### src/rtl/aes_pkg.sv
// Shared constants for the AES result display path: segment codes,
// scanner FSM encoding and block width.
package aes_pkg;

  localparam int AES_BLK_W = 128;

  // Active-low 7-segment codes, bit0=a .. bit6=g
  localparam logic [6:0] SEG_0     = 7'h40;
  localparam logic [6:0] SEG_1     = 7'h79;
  localparam logic [6:0] SEG_2     = 7'h24;
  localparam logic [6:0] SEG_3     = 7'h30;
  localparam logic [6:0] SEG_4     = 7'h19;
  localparam logic [6:0] SEG_5     = 7'h12;
  localparam logic [6:0] SEG_6     = 7'h02;
  localparam logic [6:0] SEG_7     = 7'h78;
  localparam logic [6:0] SEG_8     = 7'h00;
  localparam logic [6:0] SEG_9     = 7'h10;
  localparam logic [6:0] SEG_BLANK = 7'h7F;

  typedef enum logic [1:0] {
    ST_IDLE = 2'd0,
    ST_CONV = 2'd1,
    ST_SHOW = 2'd2,
    ST_DONE = 2'd3
  } scan_state_t;

endpackage

### src/rtl/bcd_seg_decode.sv
// Combinational BCD digit to active-low 7-segment code with a blank override.
module bcd_seg_decode
  import aes_pkg::*;
(
  input  logic [3:0] digit,
  input  logic       blank,
  output logic [6:0] seg
);

  always_comb begin
    seg = SEG_BLANK;
    if (!blank) begin
      case (digit)
        4'd0:    seg = SEG_0;
        4'd1:    seg = SEG_1;
        4'd2:    seg = SEG_2;
        4'd3:    seg = SEG_3;
        4'd4:    seg = SEG_4;
        4'd5:    seg = SEG_5;
        4'd6:    seg = SEG_6;
        4'd7:    seg = SEG_7;
        4'd8:    seg = SEG_8;
        4'd9:    seg = SEG_9;
        default: seg = SEG_BLANK;
      endcase
    end
  end

endmodule

### src/rtl/aes_result_scanner.sv
// Captures an AES result block, flags a match against the reference and scans
// its 16 bytes MSB-first onto three decimal 7-segment digits.
module aes_result_scanner
  import aes_pkg::*;
#(
  parameter int DWELL_CYCLES = 50_000_000,
  parameter int DW_W         = 26
) (
  input  logic                 clk,
  input  logic                 rst_n,
  input  logic                 load,
  input  logic [AES_BLK_W-1:0] data_in,
  input  logic [AES_BLK_W-1:0] expected,
  output logic                 busy,
  output logic                 done,
  output logic                 match,
  output logic [3:0]           byte_idx,
  output logic [6:0]           seg_hund,
  output logic [6:0]           seg_tens,
  output logic [6:0]           seg_ones
);

  localparam logic [DW_W-1:0] DWELL_LAST = DW_W'(DWELL_CYCLES - 1);

  scan_state_t          state_reg;
  logic [AES_BLK_W-1:0] data_reg;
  logic [19:0]          dd_reg;      // {hund, tens, ones, binary byte}
  logic [19:0]          dd_adj;
  logic [19:0]          dd_next;
  logic [2:0]           bit_cnt_reg;
  logic [DW_W-1:0]      dwell_reg;
  logic [3:0]           idx_reg;
  logic [3:0]           idx_dec;
  logic                 busy_reg;
  logic                 done_reg;
  logic                 match_reg;
  logic [6:0]           seg_hund_reg;
  logic [6:0]           seg_tens_reg;
  logic [6:0]           seg_ones_reg;
  logic [6:0]           dec_hund;
  logic [6:0]           dec_tens;
  logic [6:0]           dec_ones;
  logic                 unused_dd_msb;

  // Double-dabble add-3 step on each BCD nibble before the shift
  assign dd_adj[7:0] = dd_reg[7:0];
  generate
    for (genvar gi = 0; gi < 3; gi++) begin : g_add3
      logic [3:0] nib;
      assign nib = dd_reg[8 + 4*gi +: 4];
      assign dd_adj[8 + 4*gi +: 4] = (nib >= 4'd5) ? nib + 4'd3 : nib;
    end
  endgenerate
  assign dd_next       = {dd_adj[18:0], 1'b0};
  assign unused_dd_msb = dd_adj[19];

  assign idx_dec = idx_reg - 4'd1;

  bcd_seg_decode u_dec_hund (
    .digit (dd_next[19:16]),
    .blank (dd_next[19:16] == 4'd0),
    .seg   (dec_hund)
  );

  bcd_seg_decode u_dec_tens (
    .digit (dd_next[15:12]),
    .blank (dd_next[19:12] == 8'd0),
    .seg   (dec_tens)
  );

  bcd_seg_decode u_dec_ones (
    .digit (dd_next[11:8]),
    .blank (1'b0),
    .seg   (dec_ones)
  );

  always_ff @(posedge clk) begin
    if (!rst_n) begin
      state_reg    <= ST_IDLE;
      data_reg     <= '0;
      dd_reg       <= '0;
      bit_cnt_reg  <= '0;
      dwell_reg    <= '0;
      idx_reg      <= 4'd15;
      busy_reg     <= 1'b0;
      done_reg     <= 1'b0;
      match_reg    <= 1'b0;
      seg_hund_reg <= SEG_BLANK;
      seg_tens_reg <= SEG_BLANK;
      seg_ones_reg <= SEG_BLANK;
    end else begin
      case (state_reg)
        ST_IDLE, ST_DONE: begin
          if (load) begin
            data_reg    <= data_in;
            match_reg   <= (data_in == expected);
            done_reg    <= 1'b0;
            busy_reg    <= 1'b1;
            idx_reg     <= 4'd15;
            dd_reg      <= {12'd0, data_in[AES_BLK_W-1 -: 8]};
            bit_cnt_reg <= '0;
            state_reg   <= ST_CONV;
          end
        end
        ST_CONV: begin
          dd_reg      <= dd_next;
          bit_cnt_reg <= bit_cnt_reg + 3'd1;
          if (bit_cnt_reg == 3'd7) begin
            seg_hund_reg <= dec_hund;
            seg_tens_reg <= dec_tens;
            seg_ones_reg <= dec_ones;
            dwell_reg    <= '0;
            state_reg    <= ST_SHOW;
          end
        end
        ST_SHOW: begin
          dwell_reg <= dwell_reg + 1'b1;
          if (dwell_reg == DWELL_LAST) begin
            if (idx_reg == 4'd0) begin
              busy_reg  <= 1'b0;
              done_reg  <= 1'b1;
              state_reg <= ST_DONE;
            end else begin
              idx_reg     <= idx_dec;
              dd_reg      <= {12'd0, data_reg[{idx_dec, 3'b000} +: 8]};
              bit_cnt_reg <= '0;
              state_reg   <= ST_CONV;
            end
          end
        end
        default: state_reg <= ST_IDLE;
      endcase
    end
  end

  assign busy     = busy_reg;
  assign done     = done_reg;
  assign match    = match_reg;
  assign byte_idx = idx_reg;
  assign seg_hund = seg_hund_reg;
  assign seg_tens = seg_tens_reg;
  assign seg_ones = seg_ones_reg;

endmodule

### config.mk
export PLATFORM = sky130hd
export DESIGN_NAME = aes_result_scanner
export DESIGN_NICKNAME = d
export VERILOG_FILES = /design/src/rtl/aes_pkg.sv /design/src/rtl/bcd_seg_decode.sv /design/src/rtl/aes_result_scanner.sv
export SDC_FILE = /design/constraint.sdc
export NUM_CORES = 1
export LEC_CHECK = 0
export BUFFER_PORTS_ARGS = -buffer_cell sky130_fd_sc_hd__buf_2
export CAP_MARGIN = 25
export CORE_MARGIN = 2
export CORE_UTILIZATION = 54
export DETAILED_ROUTE_END_ITERATION = 12
export PLACE_DENSITY = 0.81
export SYNTH_ARGS = -nofsm -noshare
export SYNTH_HDL_FRONTEND = slang
export SYNTH_SLANG_ARGS = --single-unit
### constraint.sdc
create_clock -name clk -period 3.1 [get_ports clk]
set_input_delay 0.465 -clock clk [delete_from_list [all_inputs] [get_ports clk]]
set_output_delay 0.465 -clock clk [all_outputs]
set_load 0.03 [all_outputs]
==> summary.md, run 1 <==
| Metric | Value |
|---|---|
| Status | `complete, no violations` |
| Net Count, Synth | `around 1600` |
| Setup Buffers After CTS | `0` |
| Drt total wl | `between 40000 and 50000 um` |
| Max reg flops | `~130` |
| NumNets Final | `around 1900` |
| Cts hold-fix bufs | `0` |
| Power Total | `7.31 mW` |
| Wire per inst | `21.8 um` |
| CP Cell Sequence | `inv_1 -> ha_1 -> nand2b_1 -> a21oi_1 -> xnor2_1 -> inv_1 -> ha_1 -> and4_1 -> a311o_1 -> o22a_1` |
| Family with the most delay on the worst path | `compound AO/OA/AOI/OAI gates` |
| CP endpoint kind | `flop` |
| Most frequent cells in the layout | `nand2_1, buf_2, dfxtp_1, a21oi_1` |
| Vias/cell | `5.97` |
| Largest net degree at the start of global routing | `130` |
| Post-synth EDFFs | `0` |
| Vias | `around 11000` |
| Area share of the largest cell type after synthesis | `0.375` |
| Routability cong. | `around 1.1` |
| Area leader, netlist | `dfxtp_1` |
| Core ar. | `between 20000 and 25000 um^2` |
| Max-cap viol count | `0` |
| DRC viols | `0` |
| RSZ-0062 raised after global routing | `no` |
| Critical path startpoint category | `flop` |
| Vias in the first global route | `around 11000` |
| I/O Pins | `287` |
| Yosys cell types | `59` |
| Die X | `between 100 and 150 um` |
| Fin Clk Skew | `roughly 0.026 ns` |
| TritonCTS Buffers | `23` |
| Global Route Usage Sum | `0.372` |
| Power density over the cells | `about 550 nW/um^2` |
| Root Buffer | `clkbuf_16` |
| WP data required | `3.51 ns` |
| HPWL after DPL | `about 32000 um` |
| Yosys reg bits | `a little over 200` |
| Post-CTS resize count | `0` |
| Syn avg cell area | `between 8 and 9 um^2` |
| Synth warnings | `0` |
| Normalized max-slew margin | `0.400` |
| Max VDD drop | `between 300 and 400 uV` |
| Setup Crit Path Kind | `reg -> reg` |
| Initial antenna violation count | `1` |
| DIE HEIGHT | `147 um` |
| Crit Path Max Fanout | `5` |
| Final Slew Violations | `0` |
| Post-DRT Antenna Nets | `0` |
| Period utilisation layout | `0.854` |
| Post-synth top flop | `dfxtp_1` |
| CP arrival | `a little over 3 ns` |
| Critical path's slowest cell | `a311o_1` |
| Final hold slack | `~0.21 ns` |
| Design Area, Final | `~13000 um^2` |
| Leak | `~5.6 nW` |
| Min cycle time layout | `2.65 ns` |
| CP peak stage delay | `between 0.4 and 0.5 ns` |
| Commonest non-fill, non-tap cell in the layout | `nand2_1` |
| HP Class | `in -> reg` |
| Cell Area, Synth | `approximately 11000 um^2` |
| Mapped Cells | `1354` |
| Clock sink count | `between 200 and 250` |
| Final Hold Fails | `0` |
| TNS Setup | `0 ns` |
| # fillers | `~1700` |
| Fraction of layout cells with a size suffix above 1 | `0.240` |
| CTS clk-pin slew, worst paths | `approximately 0.06 ns` |
| Starting Density | `0.547` |
| Synth async-reset ratio | `0` |
| First-pass GRT wire length | `between 60000 and 70000 um` |
| Initial DRC Count | `1165` |
| Port Buf Inserts | `286` |
| CTS tree | `done` |
| Setup violators final | `0` |
| Area contributors post-synth | `dfxtp_1, nand2_1, a21oi_1` |
| Worst-Margin Slew | `0.898 ns` |
| Clock Path Buffers | `3` |
| GRT Residual Overflow | `0` |
| Maximum clock frequency | `~0.38 GHz` |
| Area after DPL | `between 10000 and 15000 um^2` |
| Area of the die | `21600 um^2` |
| Skew-Pair Late Insertion Delay | `about 0.52 ns` |
| DR pass1 iterations | `8` |
| P&R area growth vs syn | `21.5%` |
| Post-synthesis sequential area ratio | `0.375` |
| H-tree depth | `1` |
| Row count | `52` |
| CP Buf/Inv Count | `2` |
==> cell type report <==
type                            instances  area [um^2]  area share
Inverter                               67          254      0.0189
Tap cell                              270          338      0.0252
Sequential cell                       207         4150       0.309
Timing Repair Buffer                  303         1610       0.120
Antenna cell                            1         2.50    0.000187
Clock buffer                           36          684      0.0510
Multi-Input combinational cell       1002         6330       0.472
Clock inverter                          5         40.0     0.00299
==> Yosys cell counts, types with 7 or more instances <==
master	count
o2bb2ai_1	9
nand2_1	304
nand2b_1	18
mux2i_1	16
nor2_1	55
o211ai_1	8
and2_1	7
a221oi_1	10
mux4_2	33
o21ai_0	29
a21oi_1	181
buf_1	8
nand3_1	34
o22ai_1	22
xnor2_1	66
mux2_2	10
nor2b_1	15
xor2_1	37
ha_1	24
clkbuf_1	57
dfxtp_1	207
nand4_1	24
inv_1	67
nor4_1	16
nor3_1	7
buf_2	11
and3_1	15
==> stage by stage <==
stage	setup WS, ns	util	std cells
after global routing	0.220	0.665	1891
after detailed placement	0.453	0.629	1849
final	0.453	0.665	1891
after floorplan	0.135	-	1354
after CTS	0.457	0.665	1890
after global placement	0.563	0.629	1849
==> metal layers <==
metal,track usage,part of all wire
met5,0,0
met4,0.220,0.070
met3,0.0618,0.082
met2,0.625,0.47
met1,0.452,0.38
==> tightest hold or removal path: cells and delay by family <==
kind,cells,cell delay [ns]
and+or+nand+nor,1,0.06
buffers and inverters,1,0.11
AOI/OAI and AO/OA,1,0.05
==> cell families after synthesis <==
| logic type | count (synthesis) | synth area share |
|---|---|---|
| compound gates | 306 | 0.165 |
| xor+xnor | 103 | 0.0817 |
| fa+ha+maj | 24 | 0.0272 |
| buf+inv | 145 | 0.0516 |
| flops | 207 | 0.375 |
| mux | 59 | 0.0920 |
| simple gates | 510 | 0.207 |
==> final timing paths <==
kind                                     to  cells past startpoint       start  slack [ns]
worst max register to register  seg_tens[3]                     10  dd_reg[17]        0.45
worst max-delay path            seg_tens[3]                     10  dd_reg[17]        0.45
worst min register to register   dd_reg[17]                      2  dd_reg[17]        0.45
worst min-delay path            data_reg[3]                      3  data_in[3]        0.21
==> power breakdown <==
group	internal (mW)	switching (mW)	leakage [nW]
combinational	0.603	1.04	3.60
clock	1.52	1.11	0.350
sequential	2.90	0.142	1.69
No activity file was read; power rests on OpenSTA's default activity.
==> run 2: changes to the inputs <==
--- a/config.mk
+++ b/config.mk
@@ -5,12 +5,13 @@
 export SDC_FILE = /design/constraint.sdc
 export NUM_CORES = 1
 export LEC_CHECK = 0
+export ABC_AREA = 1
 export BUFFER_PORTS_ARGS = -buffer_cell sky130_fd_sc_hd__buf_2
 export CAP_MARGIN = 25
 export CORE_MARGIN = 2
-export CORE_UTILIZATION = 54
+export CORE_UTILIZATION = 55
 export DETAILED_ROUTE_END_ITERATION = 12
-export PLACE_DENSITY = 0.81
+export PLACE_DENSITY = 0.82
 export SYNTH_ARGS = -nofsm -noshare
 export SYNTH_HDL_FRONTEND = slang
 export SYNTH_SLANG_ARGS = --single-unit
==> run 2 against run 1 <==
  * Via count up 18%
  * Utilization down 0.41 points
  * Sequential power up 20%
  * First-iteration DRC count down 12%
  * Combinational power rose to 2.8 times the previous value
  * Cell count up 30%
  * Global-route usage down 3.0 points
  * Critical path depth up 5
  * Design area up 6.9%
  * Worst setup slack better by 0.12 ns
  * Power up 47%
  * Largest cell class unchanged
==> summary.md, run 2 <==
| Metric | Value |
|---|---|
| FF/Latch Area | `4150 um^2 (unchanged)` |
| Worst path depth | `15 (+5)` |
| Most common cell in the synthesized netlist | `nand2_1` |
| Area leader, netlist | `dfxtp_1` |
| Setup violators final | `0 (unchanged)` |
| Power Total | `10.7 mW (+47%)` |
| Critical path's slowest cell | `dfxtp_1` |
| Syn avg cell area | `6.28 um^2 (-23%)` |
| Setup Crit Path Kind | `reg -> reg` |
| Final Slew Violations | `0 (unchanged)` |
| Area contributors post-synth | `dfxtp_1, nand2_1, inv_1` |
| Routability cong. | `1.00 (-4.4%)` |
| HP Class | `in -> reg` |
| Vias in the first global route | `12336 (+13%)` |
| Starting Density | `0.556 (+0.00857)` |
| Commonest non-fill, non-tap cell in the layout | `nand2_1` |
| Mapped Cells | `1919 (+42%)` |
| Post-synth top flop | `dfxtp_1` |
| CTS tree | `done` |
| Vias/cell | `5.42 (-9.1%)` |
| Area fraction in compound gates after synthesis | `0.211 (+0.0459)` |
| Initial antenna violation count | `8 (+7)` |
| TritonCTS Buffers | `23 (unchanged)` |
| Post-synth top cells | `nand2_1, inv_1, o21ai_0` |
| Largest net degree at the start of global routing | `100 (-23%)` |
| Part of the power in registers | `0.341 (-0.075)` |
| Status | `complete, no violations` |
| Vias | `13327 (+18%)` |
| HPWL after DPL | `31800 um (-1.5%)` |
| Family with the most delay on the worst path | `simple AND/OR/NAND/NOR gates` |
| Reg-to-reg endpoint | `seg_tens[6]` |
| Psw | `4.51 mW (+97%)` |
| Power density over the cells | `748 nW/um^2 (+37%)` |
| Max VDD drop | `482 uV (+31%)` |
| Post-DRT Antenna Nets | `0 (unchanged)` |
| # fillers | `2042 (+17%)` |
| Max reg flops | `128 (unchanged)` |
| Post-CTS resize count | `0 (unchanged)` |
| GRT Residual Overflow | `0 (unchanged)` |
| DRC viols | `0 (unchanged)` |
| Most frequent cells in the layout | `nand2_1, inv_1, buf_2, o21ai_0, nor2_1` |
| Wire per inst | `16.9 um (-22%)` |
| Max-cap viol count | `0 (unchanged)` |
| Maximum clock frequency | `0.396 GHz (+4.7%)` |
| Setup WS post-layout | `0.572 ns (+0.119 ns)` |
| Final Hold Fails | `0 (unchanged)` |
| Leak | `7.07 nW (+25%)` |
| P&R area growth vs syn | `18.9%` |
| Cell repeated most along the worst path | `inv_1` |
| Synth Area in XOR/XNOR | `0.0362 (-0.0455)` |
| Adder-Cell Fraction of Synth Area | `0.0249 (-0.00230)` |
| Multi-input logic area | `6420 um^2 (+1.4%)` |
| Min cycle time layout | `2.53 ns (-0.119 ns)` |
| Port Buf Inserts | `286 (unchanged)` |
| H-tree depth | `1 (unchanged)` |
| Initial DRC Count | `1025 (-12%)` |
| Worst setup path start | `dd_reg[8]` |
| Mux cell area share after synthesis | `0 (-0.0920)` |
| NumNets Final | `2447 (+30%)` |
| Area share of the largest cell type after synthesis | `0.344 (-0.0317)` |
| Combinational Power Share | `0.425 (+0.201)` |
| Clock sink count | `207 (unchanged)` |
| Worst-Margin Slew | `0.882 ns (-0.0161 ns)` |
| Global Route Usage Sum | `0.342 (-0.0300)` |
| Fraction of layout cells with a size suffix above 1 | `0.167 (-0.0721)` |
| R2r worst-path depth | `15 (+5)` |
| Largest family of logic cells by synthesized area | `simple AND/OR/NAND/NOR gates` |
| Die X | `152 um (+3.5%)` |
| Critical path startpoint category | `flop` |
| Drt total wl | `41500 um (+0.78%)` |
| Yosys reg bits | `207 (unchanged)` |
| Synth warnings | `0 (unchanged)` |
| CP Buf/Inv Count | `5 (+3)` |
| Period utilisation layout | `0.815 (-0.0383)` |
| R2R setup slack | `0.57 ns (+0.12 ns)` |
| Internal power | `6.21 mW (+24%)` |
| CTS clk-pin slew, worst paths | `0.06 ns (about the same)` |
| Net Count, Synth | `2202 (+35%)` |
| First-pass GRT wire length | `63600 um (+3.1%)` |
| Crit path capture | `seg_tens[6]` |
| I/O Pins | `287 (unchanged)` |
| TNS Setup | `0 ns (unchanged)` |
| Cell Area, Synth | `12100 um^2 (+9.2%)` |
| RSZ-0062 raised after global routing | `no` |
| Post-Place Setup Slack | `0.669 ns (+0.215 ns)` |
| FF-to-FF Start | `dd_reg[8]` |
| Setup Buffers After CTS | `0 (unchanged)` |
| DR pass1 iterations | `6 (-2)` |
| CP Cell Sequence | `inv_1 -> ha_1 -> inv_1 -> nand2_1 -> nand3_1 -> inv_1 -> a21oi_1 -> inv_1 -> ha_1 -> inv_1 -> nor2_1 -> nand2_1 -> nand2_1 -> o21ai_0 -> nand2_1` |
| CP peak stage delay | `0.43 ns (about the same)` |
| Clock Path Buffers | `3 (unchanged)` |
| Core ar. | `21700 um^2 (+7.5%)` |
| Post-synth EDFFs | `0 (unchanged)` |
| Switch share | `0.421 (+0.108)` |
| Synth async-reset ratio | `0 (unchanged)` |
| CP arrival | `2.92 ns (-0.14 ns)` |
| Skew-Pair Late Insertion Delay | `0.51 ns (about the same)` |
| Normalized max-slew margin | `0.412 (+0.0119)` |
| Crit Path Max Fanout | `6 (+1)` |
| WP data required | `3.49 ns (-0.02 ns)` |
| Fin Clk Skew | `0.00974 ns (-0.0158 ns)` |
| Root Buffer | `clkbuf_16` |
| Post-synthesis sequential area ratio | `0.344 (-0.0317)` |
| Cts hold-fix bufs | `0 (unchanged)` |
| Clk pwr share | `0.234 (-0.125)` |
| Yosys cell types | `47 (-20%)` |
| CP endpoint kind | `flop` |
| Row count | `54 (+3.8%)` |
| Area of the die | `23100 um^2 (+7.0%)` |
| Post-synthesis simple-gate area fraction | `0.259 (+0.0526)` |
| DIE HEIGHT | `152 um (+3.5%)` |
run 2: cell count changes after synthesis, moves of 16 or more:
cell      change
nand2b_1     -18
mux4_2       -33
nor2_1      +162
mux2i_1      -16
nand3_1      +28
a21oi_1      +19
o21ai_0     +193
inv_1       +234
xnor2_1      -30
xor2_1       -25
nand2_1     +121
run 2: metal layers:
layer | global-route usage | vias up | routed length, um
met1 | 0.418 | 5957 | 16100
met3 | 0.0545 | 112 | 3640
met4 | 0.178 | 10 | 2380
met2 | 0.582 | 658 | 19300
met5 | 0 | - | 59
li1 | - | 6590 | -
run 2: cells by family after synthesis:
| family | Yosys count |
|---|---|
| simple gates | 765 |
| compound gates | 483 |
| buf+inv | 391 |
| flops | 207 |
| xor+xnor | 49 |
| fa+ha+maj | 24 |
run 2: how the worst min path moves through the flow:
stage / from / endpoint / slack, ns / depth (start not counted)
5_1_grt: data_in[111] / data_reg[111] / 0.24 / 3
4_1_cts: data_in[108] / data_reg[108] / 0.22 / 3
3_3_place_gp: busy / busy / 0.43 / 2
3_5_place_dp: data_reg[79] / data_reg[79] / 0.44 / 2
6_report: data_in[108] / data_reg[108] / 0.23 / 3
2_1_floorplan: data_reg[120] / data_reg[120] / 0.42 / 2
run 2: power groups by stage:
stage	combinational [mW]	sequential (mW)	clock, mW
finish	4.56	3.66	2.51
global route	5.11	3.71	2.63
CTS	4.47	3.64	2.52
detailed placement	4.43	3.69	0
global placement	4.33	3.67	0
floorplan	3.22	3.64	0
run 2: cell type report:
cell class	instances	area share
clock inverters	3	0.00105
multi-input cells	1321	0.448
clock buffers	33	0.0456
flip-flops and latches	207	0.289
well taps	280	0.0244
diodes	3	0.000524
repair buffers	299	0.109
inverters	312	0.0821
run 2: worst min-delay path, cell delays in order:
cell,delay (ns)
buf_2,0.08
inv_1,0.04
a21oi_1,0.10
run 2: through the flow:
stage	instance area, um^2	cells	utilization	hold WS, ns
2_1_floorplan	12100	1919	-	0.424
3_3_place_gp	13700	2419	0.630	0.429
3_5_place_dp	13700	2419	0.630	0.441
4_1_cts	14300	2455	0.660	0.224
5_1_grt	14300	2457	0.661	0.242
6_report	14300	2458	0.661	0.226
==> run 3: changes to the inputs <==
==> constraint.sdc (replaced) <==
create_clock -name clk -period 2.65 [get_ports clk]
set_input_delay 0.3975 -clock clk [delete_from_list [all_inputs] [get_ports clk]]
set_output_delay 0.3975 -clock clk [all_outputs]
set_load 0.03 [all_outputs]
==> run 3 against run 2 <==
  * Combinational power is 20% higher
  * Largest cell class unchanged
  * Clock-buffer cell count is 3 higher
  * Maximum frequency increased by 4.5%
  * Wire length fell by 1.7%
  * Sequential power is 17% higher
  * Non-clock buffer count grew 5
  * Global-route usage is 0.42 points lower
  * Die area stayed put
  * Worst setup slack worse by 0.34 ns
  * Hold slack worse by 0.066 ns
==> summary.md, run 3 (synthesis results as in run 2) <==
| Metric | Value |
|---|---|
| # fillers | `1946 (-4.7%)` |
| Post-layout util | `0.669 (+0.00796)` |
| Critical path's slowest cell | `dfxtp_1` |
| Highest metal used | `met5` |
| WP data required | `3.02 ns (-0.47 ns)` |
| Leak | `7.15 nW (+1.1%)` |
| Period utilisation layout | `0.913 (+0.0971)` |
| Clock sink count | `207 (unchanged)` |
| Global Route Usage Sum | `0.338 (-0.00419)` |
| Core ar. | `21700 um^2 (unchanged)` |
| Normalized max-slew margin | `0.518 (+0.106)` |
| Max-cap viol count | `0 (unchanged)` |
| Setup Crit Path Kind | `reg -> reg` |
| Psw | `5.33 mW (+18%)` |
| Final Hold Fails | `0 (unchanged)` |
| Initial antenna violation count | `10 (+2)` |
| First-pass GRT wire length | `63200 um (-0.61%)` |
| I/O Pins | `287 (unchanged)` |
| DRC viols | `0 (unchanged)` |
| Row count | `54 (unchanged)` |
| Min cycle time layout | `2.42 ns (-0.110 ns)` |
| HP Class | `in -> reg` |
| Final Slew Violations | `0 (unchanged)` |
| Fraction of layout cells with a size suffix above 1 | `0.173 (+0.00526)` |
| CP arrival | `2.78 ns (-0.14 ns)` |
| M1 WL | `15800 um (-2.1%)` |
| Vias | `13422 (+0.71%)` |
| CTS clk-pin slew, worst paths | `0.06 ns (about the same)` |
| Skew-Pair Late Insertion Delay | `0.51 ns (about the same)` |
| Vias in the first global route | `12518 (+1.5%)` |
| Worst-Margin Slew | `0.723 ns (-0.159 ns)` |
| Clock Path Buffers | `3 (unchanged)` |
| Routability cong. | `0.946 (-5.8%)` |
| Die X | `152 um (unchanged)` |
| Largest net degree at the start of global routing | `172 (+72%)` |
| TNS Setup | `0 ns (unchanged)` |
| Metal3 WL | `3620 um (-0.47%)` |
| Met2 WL post-DR | `19200 um (-0.64%)` |
| Switch share | `0.416 (-0.00551)` |
| Max VDD drop | `457 uV (-5.2%)` |
| Port Buf Inserts | `286 (unchanged)` |
| Most frequent cells in the layout | `nand2_1, inv_1, buf_2, o21ai_0, nor2_1` |
| Initial DRC Count | `1257 (+23%)` |
| DIE HEIGHT | `152 um (unchanged)` |
| Post-DRT Antenna Nets | `0 (unchanged)` |
| RSZ-0062 raised after global routing | `no` |
| Max reg flops | `128 (unchanged)` |
| Commonest non-fill, non-tap cell in the layout | `nand2_1` |
| Combinational Power Share | `0.427 (+0.002)` |
| NumNets Final | `2452 (+0.20%)` |
| Clk pwr share | `0.240 (+0.006)` |
| Area after DPL | `13700 um^2 (+0.59%)` |
| CP Cell Sequence | `inv_1 -> ha_1 -> inv_1 -> nand2_1 -> nand3_1 -> xor2_2 -> inv_1 -> ha_1 -> nand3_1 -> nand3_1 -> o22ai_1 -> nand2_1` |
| TritonCTS Buffers | `23 (unchanged)` |
| Vias/cell | `5.43 (+0.14%)` |
| Setup violators final | `0 (unchanged)` |
| Starting Density | `0.556 (unchanged)` |
| Crit Path Max Fanout | `6 (unchanged)` |
| Area of the die | `23100 um^2 (unchanged)` |
| GRT Residual Overflow | `0 (unchanged)` |
| CP endpoint kind | `flop` |
| DR pass1 iterations | `5 (-1)` |
| Root Buffer | `clkbuf_16` |
| P&R area growth vs syn | `20.3%` |
| Status | `complete, no violations` |
| H-tree depth | `1 (unchanged)` |
| Internal power | `7.49 mW (+21%)` |
| Wire per inst | `16.5 um (-2.2%)` |
| Design Area, Final | `14500 um^2 (+1.2%)` |
| Critical path startpoint category | `flop` |
| Power density over the cells | `884 nW/um^2 (+18%)` |
| Drt total wl | `40800 um (-1.7%)` |
| Power Total | `12.8 mW (+20%)` |
| Fin Clk Skew | `0.0120 ns (+0.00223 ns)` |
| HPWL after DPL | `31200 um (-1.7%)` |
| Maximum clock frequency | `0.414 GHz (+4.5%)` |
| Part of the power in registers | `0.333 (-0.008)` |
| Final hold slack | `0.160 ns (-0.0658 ns)` |
| CP peak stage delay | `0.39 ns (-0.04 ns)` |
| CTS tree | `done` |
==> run 3: area by class of cell <==
class / count / area [um^2] / share of cell area
multi-input cells: 1321 / 6440 / 0.444
flip-flops and latches: 207 / 4150 / 0.286
repair buffers: 304 / 1640 / 0.113
inverters: 312 / 1180 / 0.0811
clock buffers: 36 / 704 / 0.0486
well taps: 280 / 350 / 0.0242
clock inverters: 4 / 20.0 / 0.00138
diodes: 8 / 20.0 / 0.00138
==> run 3: worst paths after layout <==
| kind | startpoint | to | slack (ns) | cells after the start |
|---|---|---|---|---|
| min reg2reg | data_reg[122] | data_reg[122] | 0.45 | 2 |
| max | dd_reg[16] | seg_hund[2] | 0.23 | 12 |
| min | data_in[47] | data_reg[47] | 0.16 | 3 |
| max reg2reg | dd_reg[16] | seg_hund[2] | 0.23 | 12 |
==> run 3: metrics by stage <==
stage                     worst slack [ns]  instances
final                                0.232       2472
after global routing               0.00379       2468
after floorplan                      0.230       1919
after CTS                            0.163       2463
after global placement               0.373       2423
after detailed placement             0.211       2423
==> run 3: critical path: cells and delay by family, from the launching register on <==
family,cells,cell delay (ns)
compound gates,1,0.23
buf+inv,3,0.28
simple gates,5,0.70
xor+xnor,1,0.23
flops,1,0.39
fa+ha+maj,2,0.44
==> run 3: per-layer routing <==
| metal | up-vias | global-route usage |
|---|---|---|
| met5 | - | 0 |
| met1 | 6054 | 0.410 |
| li1 | 6614 | - |
| met4 | 6 | 0.169 |
| met3 | 102 | 0.0593 |
| met2 | 646 | 0.578 |
==> run 3: power groups by stage <==
| stage | Combinational, mW | Sequential, mW | Clock, mW |
|---|---|---|---|
| after floorplan | 3.77 | 4.26 | 0 |
| after global placement | 5.11 | 4.30 | 0 |
| after detailed placement | 5.29 | 4.31 | 0 |
| after CTS | 5.33 | 4.26 | 3.08 |
| after global routing | 6.12 | 4.35 | 3.22 |
| final | 5.47 | 4.28 | 3.08 |
==> run 3: timing repair <==
action | 4_1_cts | 5_1_grt
hold buffers | 0 | 0
gates resized for setup | 0 | 3
buffers inserted | 0 | 1
endpoints found under the setup margin | 0 | 12
